===== config.mk =====
export PLATFORM = sky130hd
export DESIGN_NAME = alu_share_arbiter
export DESIGN_NICKNAME = d
export VERILOG_FILES = /design/src/rtl/alu_share_arbiter.sv
export SDC_FILE = /design/constraint.sdc
export NUM_CORES = 1
export LEC_CHECK = 0
export CORE_AREA = 2 2 111 113
export CTS_BUF_LIST = sky130_fd_sc_hd__clkbuf_2 sky130_fd_sc_hd__clkbuf_4 sky130_fd_sc_hd__clkbuf_8
export CTS_CLUSTER_DIAMETER = 100
export DETAILED_ROUTE_END_ITERATION = 12
export DIE_AREA = 0 0 113 115
export DONT_BUFFER_PORTS = 1
export PLACE_DENSITY_LB_ADDON = 0.05
export REMOVE_ABC_BUFFERS = 1
export SETUP_SLACK_MARGIN = 0.2
export SYNTH_ARGS = -nofsm -noshare
export SYNTH_HDL_FRONTEND = slang
export SYNTH_SLANG_ARGS = --single-unit

===== constraint.sdc =====
create_clock -name i_Clk -period 2.2 [get_ports i_Clk]
set_input_delay 0.33 -clock i_Clk [delete_from_list [all_inputs] [get_ports i_Clk]]
set_output_delay 0.33 -clock i_Clk [all_outputs]
set_load 0.01 [all_outputs]

===== src/rtl/alu_share_arbiter.sv =====
// Shares one external ALU between the EX stage (port 0) and the branch/compare
// helper (port 1): round-robin grant, latched operands, ALU-control decode, held result.
module alu_share_arbiter #(
    parameter int DATA_WIDTH = 32
) (
    input  logic                  i_Clk,
    input  logic                  i_Rst_n,
    input  logic                  i_Req0_Valid,
    output logic                  o_Req0_Ready,
    input  logic [1:0]            i_Req0_ALUOp,
    input  logic [3:0]            i_Req0_Function,
    input  logic [DATA_WIDTH-1:0] i_Req0_A,
    input  logic [DATA_WIDTH-1:0] i_Req0_B,
    input  logic                  i_Req1_Valid,
    output logic                  o_Req1_Ready,
    input  logic [1:0]            i_Req1_ALUOp,
    input  logic [3:0]            i_Req1_Function,
    input  logic [DATA_WIDTH-1:0] i_Req1_A,
    input  logic [DATA_WIDTH-1:0] i_Req1_B,
    output logic                  o_Rsp0_Valid,
    input  logic                  i_Rsp0_Ready,
    output logic                  o_Rsp1_Valid,
    input  logic                  i_Rsp1_Ready,
    output logic [DATA_WIDTH-1:0] o_Result,
    output logic                  o_Zero,
    output logic [2:0]            o_ALU_Control,
    output logic [DATA_WIDTH-1:0] o_ALU_A,
    output logic [DATA_WIDTH-1:0] o_ALU_B,
    input  logic [DATA_WIDTH-1:0] i_ALU_Result,
    input  logic                  i_ALU_Zero,
    output logic                  o_Busy
);

    typedef enum logic [1:0] {IDLE, EXEC, RESP} state_t;

    state_t                state;
    logic                  last_grant;
    logic                  owner;
    logic                  grant;
    logic                  accept;
    logic                  rsp_take;
    logic [2:0]            ctrl_q;
    logic [DATA_WIDTH-1:0] a_q;
    logic [DATA_WIDTH-1:0] b_q;

    function automatic logic [2:0] decode(input logic [1:0] op, input logic [3:0] fn);
        logic [2:0] c;
        c = 3'b000;
        case (op)
            2'b00: begin
                case (fn)
                    4'b0001: c = 3'b001;
                    4'b0010: c = 3'b101;
                    4'b0011: c = 3'b110;
                    4'b0100: c = 3'b111;
                    default: c = 3'b000;
                endcase
            end
            2'b01:   c = 3'b001;
            2'b10:   c = 3'b111;
            default: c = 3'b000;
        endcase
        return c;
    endfunction

    // On a tie the port that did not win last time is served.
    always_comb begin
        grant = 1'b0;
        if (i_Req0_Valid && i_Req1_Valid) grant = ~last_grant;
        else if (i_Req1_Valid)            grant = 1'b1;
    end

    assign accept       = (state == IDLE) && (i_Req0_Valid || i_Req1_Valid);
    assign o_Req0_Ready = i_Rst_n && accept && !grant;
    assign o_Req1_Ready = i_Rst_n && accept &&  grant;
    assign rsp_take     = owner ? i_Rsp1_Ready : i_Rsp0_Ready;

    assign o_Rsp0_Valid  = (state == RESP) && !owner;
    assign o_Rsp1_Valid  = (state == RESP) &&  owner;
    assign o_Busy        = (state != IDLE);
    assign o_ALU_A       = a_q;
    assign o_ALU_B       = b_q;
    assign o_ALU_Control = ctrl_q;

    always_ff @(posedge i_Clk or negedge i_Rst_n) begin
        if (!i_Rst_n) begin
            state      <= IDLE;
            last_grant <= 1'b1;
            owner      <= 1'b0;
            ctrl_q     <= '0;
            a_q        <= '0;
            b_q        <= '0;
            o_Result   <= '0;
            o_Zero     <= 1'b0;
        end else begin
            case (state)
                IDLE: begin
                    if (accept) begin
                        a_q        <= grant ? i_Req1_A : i_Req0_A;
                        b_q        <= grant ? i_Req1_B : i_Req0_B;
                        ctrl_q     <= grant ? decode(i_Req1_ALUOp, i_Req1_Function)
                                            : decode(i_Req0_ALUOp, i_Req0_Function);
                        owner      <= grant;
                        last_grant <= grant;
                        state      <= EXEC;
                    end
                end
                EXEC: begin
                    o_Result <= i_ALU_Result;
                    o_Zero   <= i_ALU_Zero;
                    state    <= RESP;
                end
                RESP: begin
                    if (rsp_take) state <= IDLE;
                end
                default: state <= IDLE;
            endcase
        end
    end

endmodule


Word level (Yosys, flattened, before mapping)
Cells that the tools add are included.
{ "op_classes": {"eq_ne": 16, "n_mux": 13, "bitwise_logic": 1, "n_reduce_logical": 16} }
{ "op_table": {"columns": ["cell", "n"], "rows": [
  ["two-way mux 32 bit", 2],
  ["case mux 3 bit (4 select lines)", 2],
  ["case mux 3 bit (3 select lines)", 2],
  ["equality test 4 x 2 -> 1 bit, second input constant", 4],
  ["equality test 4 x 1 -> 1 bit, second input constant", 2],
  ["equality test 4 x 3 -> 1 bit, second input constant", 2],
  ["logical AND 1 bit", 7],
  ["equality test 2 x 1 -> 1 bit, second input constant", 3],
  ["equality test 2 bit, second input constant", 3],
  ["zero test 2 bit", 3],
  ["case mux 2 bit (3 select lines)", 1],
  ["two-way mux 2 bit", 2],
  ["!= test 2 bit, second input constant", 2],
  ["AND reduction 2 bit", 2],
  ["two-way mux 1 bit", 3],
  ["two-way mux 3 bit", 1],
  ["zero test 1 bit", 2],
  ["nonzero test 2 bit", 1],
  ["logical OR 1 bit", 1],
  ["NOT 1 bit", 1]
]} }
{ "totals": {"register_bits": 104, "in_bits": 179, "output_inout_bits": 105, "word_cells": 54} }

Depth between registers and ports, before layout
{ "logic_depth": {"word_depth": 4, "ltp_mapped": 7, "depth_no_buf": 5} }

Worst setup path before layout
OpenSTA, ideal clock, no wires.
{ "synth_path": {"kind": "flip-flop to output port", "startpoint": "register last_grant", "endpoint": "output o_Req1_Ready", "arrival_time_ns": 1.074, "t_required_ns": 1.870, "setup_slack_ns": 0.796, "path_stages_with_launch": 5, "path_buffers": 2, "path_cell_list": "dfstp_2 a21boi_2 buf_6 buf_6 and3_1"} }
{ "synth_via": {"elab_chain_len": 3} }
{ "synth_lines": {"columns": ["item", "line", "rtl"], "rows": [
  ["from (decl)", "37", "logic last_grant;"],
  ["from (signal assigned)", "104", "last_grant <= grant;"],
  ["NOT 1 bit", "69", "if (i_Req0_Valid && i_Req1_Valid) grant = ~last_grant;"],
  ["two-way mux 1 bit", "69", null],
  ["logical AND 1 bit", "75", "assign o_Req1_Ready = i_Rst_n && accept && grant;"],
  ["to (decl)", "15", "output logic o_Req1_Ready,"]
]} }
Every way passes these cells.

Final worst setup path
Ends and elaborated chain as after synthesis.

==> flow_metrics.env <==
export IMPL_cts_buffers=9
export IMPL_clock_sinks=104
export IMPL_fin_crit_ns=1.870
export IMPL_ys_types=31
export IMPL_drv_slew=0
export IMPL_dp_cells=538
export IMPL_fin_ws_ns=0.3297
export IMPL_die_w_microns=113
export IMPL_drive_gt1_share_pct=14.50
export IMPL_yosys_warnings=0
export IMPL_n_antenna_cell=0
export IMPL_initial_core_util_pct=40.00
export IMPL_core_area_sq_um=11810
export IMPL_rows=40
export IMPL_setup_viol=0
export IMPL_max_slew_margin_pct=67.63
export IMPL_via_per_inst=5.345
export IMPL_synthCells=412
export IMPL_synthSimpleGateAreaFrac_pct=7.495
export IMPL_yosysSeqAreaShare_pct=55.11
export IMPL_finish_utilization_pct=42.70
export IMPL_fin_tns_setup_ns=0
export IMPL_cp_required_ns=1.87
export IMPL_cpMaxStageDelayCell="dfstp_2"
export IMPL_place_ws_ns=0.5864
export IMPL_place_congestion=0.7562
export IMPL_critical_path_buf_inv_count=1
export IMPL_clkTransAtPathRegs_ns=0.11
export IMPL_reg2reg_slack_ns=0.66
export IMPL_rsz0062_at_grt="false"
export IMPL_endpoint_kind="output port"
export IMPL_io_pins=284
export IMPL_worstMarginPinSlew_ns=0.4733
export IMPL_clock_path_buffers=2
export IMPL_drc=20
export IMPL_fin_nets=586
export IMPL_io_buffers=0
export IMPL_grt_ovfl_total=0
export IMPL_vias=2961
export IMPL_fin_cells=554
export IMPL_post_cts_setup_buffers=0
export IMPL_p_per_area_nw_per_um2=1467
export IMPL_wl_microns=11130
export IMPL_grt_pass1_vias=2840
export IMPL_avgSynthCellArea_sq_um=11.47
export IMPL_die_area_sq_um=13000
export IMPL_cts_htree_levels=3
export IMPL_synthAdderAreaFrac_pct=1.059
export IMPL_synth_xor_area_share_pct=0.3708
export IMPL_drtIter0Drc=84
export IMPL_clk_latency_ns=0.37
export IMPL_fill_cells=1183
export IMPL_power_total_mw=7.400
export IMPL_synth_mux_area_share_pct=21.66
export IMPL_fmax_ghz=0.5347
export IMPL_cpLargestDelayFamily="flip-flops"
export IMPL_worstPathCellList="a21boi_4 > clkbuf_16 > and3_1"
export IMPL_dp_hpwl_microns=8035
export IMPL_synth_top_family_by_area="multiplexers"
export IMPL_period_share_pct=85.01
export IMPL_r2r_start="last_grant$_DFFE_PN1P_"
export IMPL_syn_area_sq_um=4725
export IMPL_track_usage_pct=15.84
export IMPL_ys_seq_elements=104
export IMPL_worstRegToRegCells=5
export IMPL_failed_checks="design-rule violations, negative hold slack"
export IMPL_ctsRootBufferMaster="clkbuf_8"
export IMPL_cap_violations=0
export IMPL_antenna_found_initial=0
export IMPL_whs_ns=-0.3554
export IMPL_r2r_end="o_ALU_Control[0]$_DFFE_PN0P_"
export IMPL_fin_skew_ns=0.01364
export IMPL_stdcell_area_sq_um=5044
export IMPL_finalHoldViolCount=104
export IMPL_wire_per_inst_microns=20.09
export IMPL_grt_start_max_net_pins=107
export IMPL_p_leak_nw=2.287
export IMPL_vdd_drop_max_uv=432.6
export IMPL_dr_pass1_iters=8
export IMPL_fp_dieH_microns=115
export IMPL_tritoncts="yes"
export IMPL_area_delta_synth_final_pct=6.753
export IMPL_startpoint_type="flop"
export IMPL_ant_nets=0
export IMPL_cp_arrival_ns=1.54
export IMPL_crit_type="reg2out"
export IMPL_placed_cell_area_sq_um=4811
export IMPL_synth_compound_area_share_pct=9.878
export IMPL_grt_first_pass_wirelength_microns=15700
export IMPL_cp_slowest_stage_delay_ns=0.40
export IMPL_min_path_type="in2async"
export IMPL_worstPathMaxFanout=33
export IMPL_outcome="complete, but fails checks"
==> kinds of logic (layout without fill, tap and decap cells) <==
group           count (synthesis)  after routing
compound gates                 84             84
flops                         104            104
simple gates                   84             84
xor+xnor                        2              2
mux                            98             98
fa+ha+maj                       4              4
buf+inv                        36             31
==> cell usage after synthesis (all sizes together) <==
library cell / instances / area [sq um]
o2111ai: 2 / 17.52
a211o: 1 / 8.760
nor2b: 3 / 18.77
nand2b: 2 / 12.51
mux2: 34 / 382.9
dfstp: 1 / 26.28
a22o: 1 / 8.760
o21ai: 71 / 359.1
mux2i: 64 / 640.6
and3: 3 / 18.77
buf: 17 / 137.6
a21boi: 1 / 11.26
dfrtp: 103 / 2577
xor2: 2 / 17.52
clkbuf: 8 / 30.03
a21oi: 1 / 5.000
nor3b: 3 / 22.52
nor2: 5 / 26.27
inv: 11 / 41.29
a2111oi: 1 / 8.760
a221oi: 2 / 17.52
a21o: 2 / 15.01
a211oi: 2 / 15.01
ha: 4 / 50.05
nand2: 68 / 255.2
==> worst reg2reg max path: stages (launching register included) <==
cell and delay [ns]:
dfstp_2 0.40, a21boi_4 0.23, clkbuf_16 0.31, nand2_1 0.13
a211oi_1 0.29, a211o_1 0.14
==> where the power goes <==
part | internal (mW) | switching (mW) | leakage, nW | total [mW]
Combinational | 0.963 | 1.06 | 0.930 | 2.02
Clock | 0.643 | 0.665 | 0.102 | 1.31
Sequential | 2.88 | 1.19 | 1.25 | 4.07
Total | 4.49 | 2.91 | 2.29 | 7.40
==> registers in the layout, indices dropped and copies added (netlist names) <==
name           cells
last_grant         1
o_ALU_A           32
o_ALU_B           32
o_ALU_Control      3
o_Result          32
o_Zero             1
owner              1
state              2
==> area by class of cell <==
| cell class | count | area, sq um | area share (%) |
|---|---|---|---|
| Sequential cell | 104 | 2604 | 51.62 |
| Clock inverter | 6 | 92.59 | 1.836 |
| Clock buffer | 9 | 123.9 | 2.456 |
| Multi-Input combinational cell | 272 | 1927 | 38.20 |
| Tap cell | 147 | 183.9 | 3.647 |
| Timing Repair Buffer | 5 | 71.32 | 1.414 |
| Inverter | 11 | 41.29 | 0.8187 |
==> how the worst max path moves through the flow <==
stage	start	to	slack, ns	depth (start not counted)
after floorplan	i_Req0_Valid	o_Req1_Ready	-1.58	2
after global placement	state[1]$_DFFE_PN0P_	o_ALU_Control[0]$_DFFE_PN0P_	0.65	4
after detailed placement	last_grant$_DFFE_PN1P_	o_ALU_Control[0]$_DFFE_PN0P_	0.59	5
after CTS	last_grant$_DFFE_PN1P_	o_Req1_Ready	0.22	3
after global routing	state[1]$_DFFE_PN0P_	o_Req0_Ready	0.23	3
final	last_grant$_DFFE_PN1P_	o_Req1_Ready	0.33	3
==> timing repair <==
item	in CTS	in global routing
resized for setup	0	1
setup endpoints to repair	0	1
endpoints found under the hold margin	104	104
==> layer usage <==
metal | track usage [%] | up-vias | part of all wire, %
li1 | - | 1396 | -
met1 | 17.69 | 1372 | 37
met2 | 26.79 | 178 | 49
met3 | 6.062 | 15 | 12
met4 | 7.642 | 0 | 2.1
met5 | 0 | - | 0
==> cell usage in the layout, fill, tap and decap left out, drive strengths merged, types with 3 or more instances in the layout <==
cell and n:
mux2i 64, mux2 34, clkbuf 10, nor3b 3, dfrtp 103, ha 4, nand2 68, inv 13
and3 3, buf 4, nor2 5, o21ai 71, nor2b 3
Note: power is estimated with default switching activity, not from simulation.
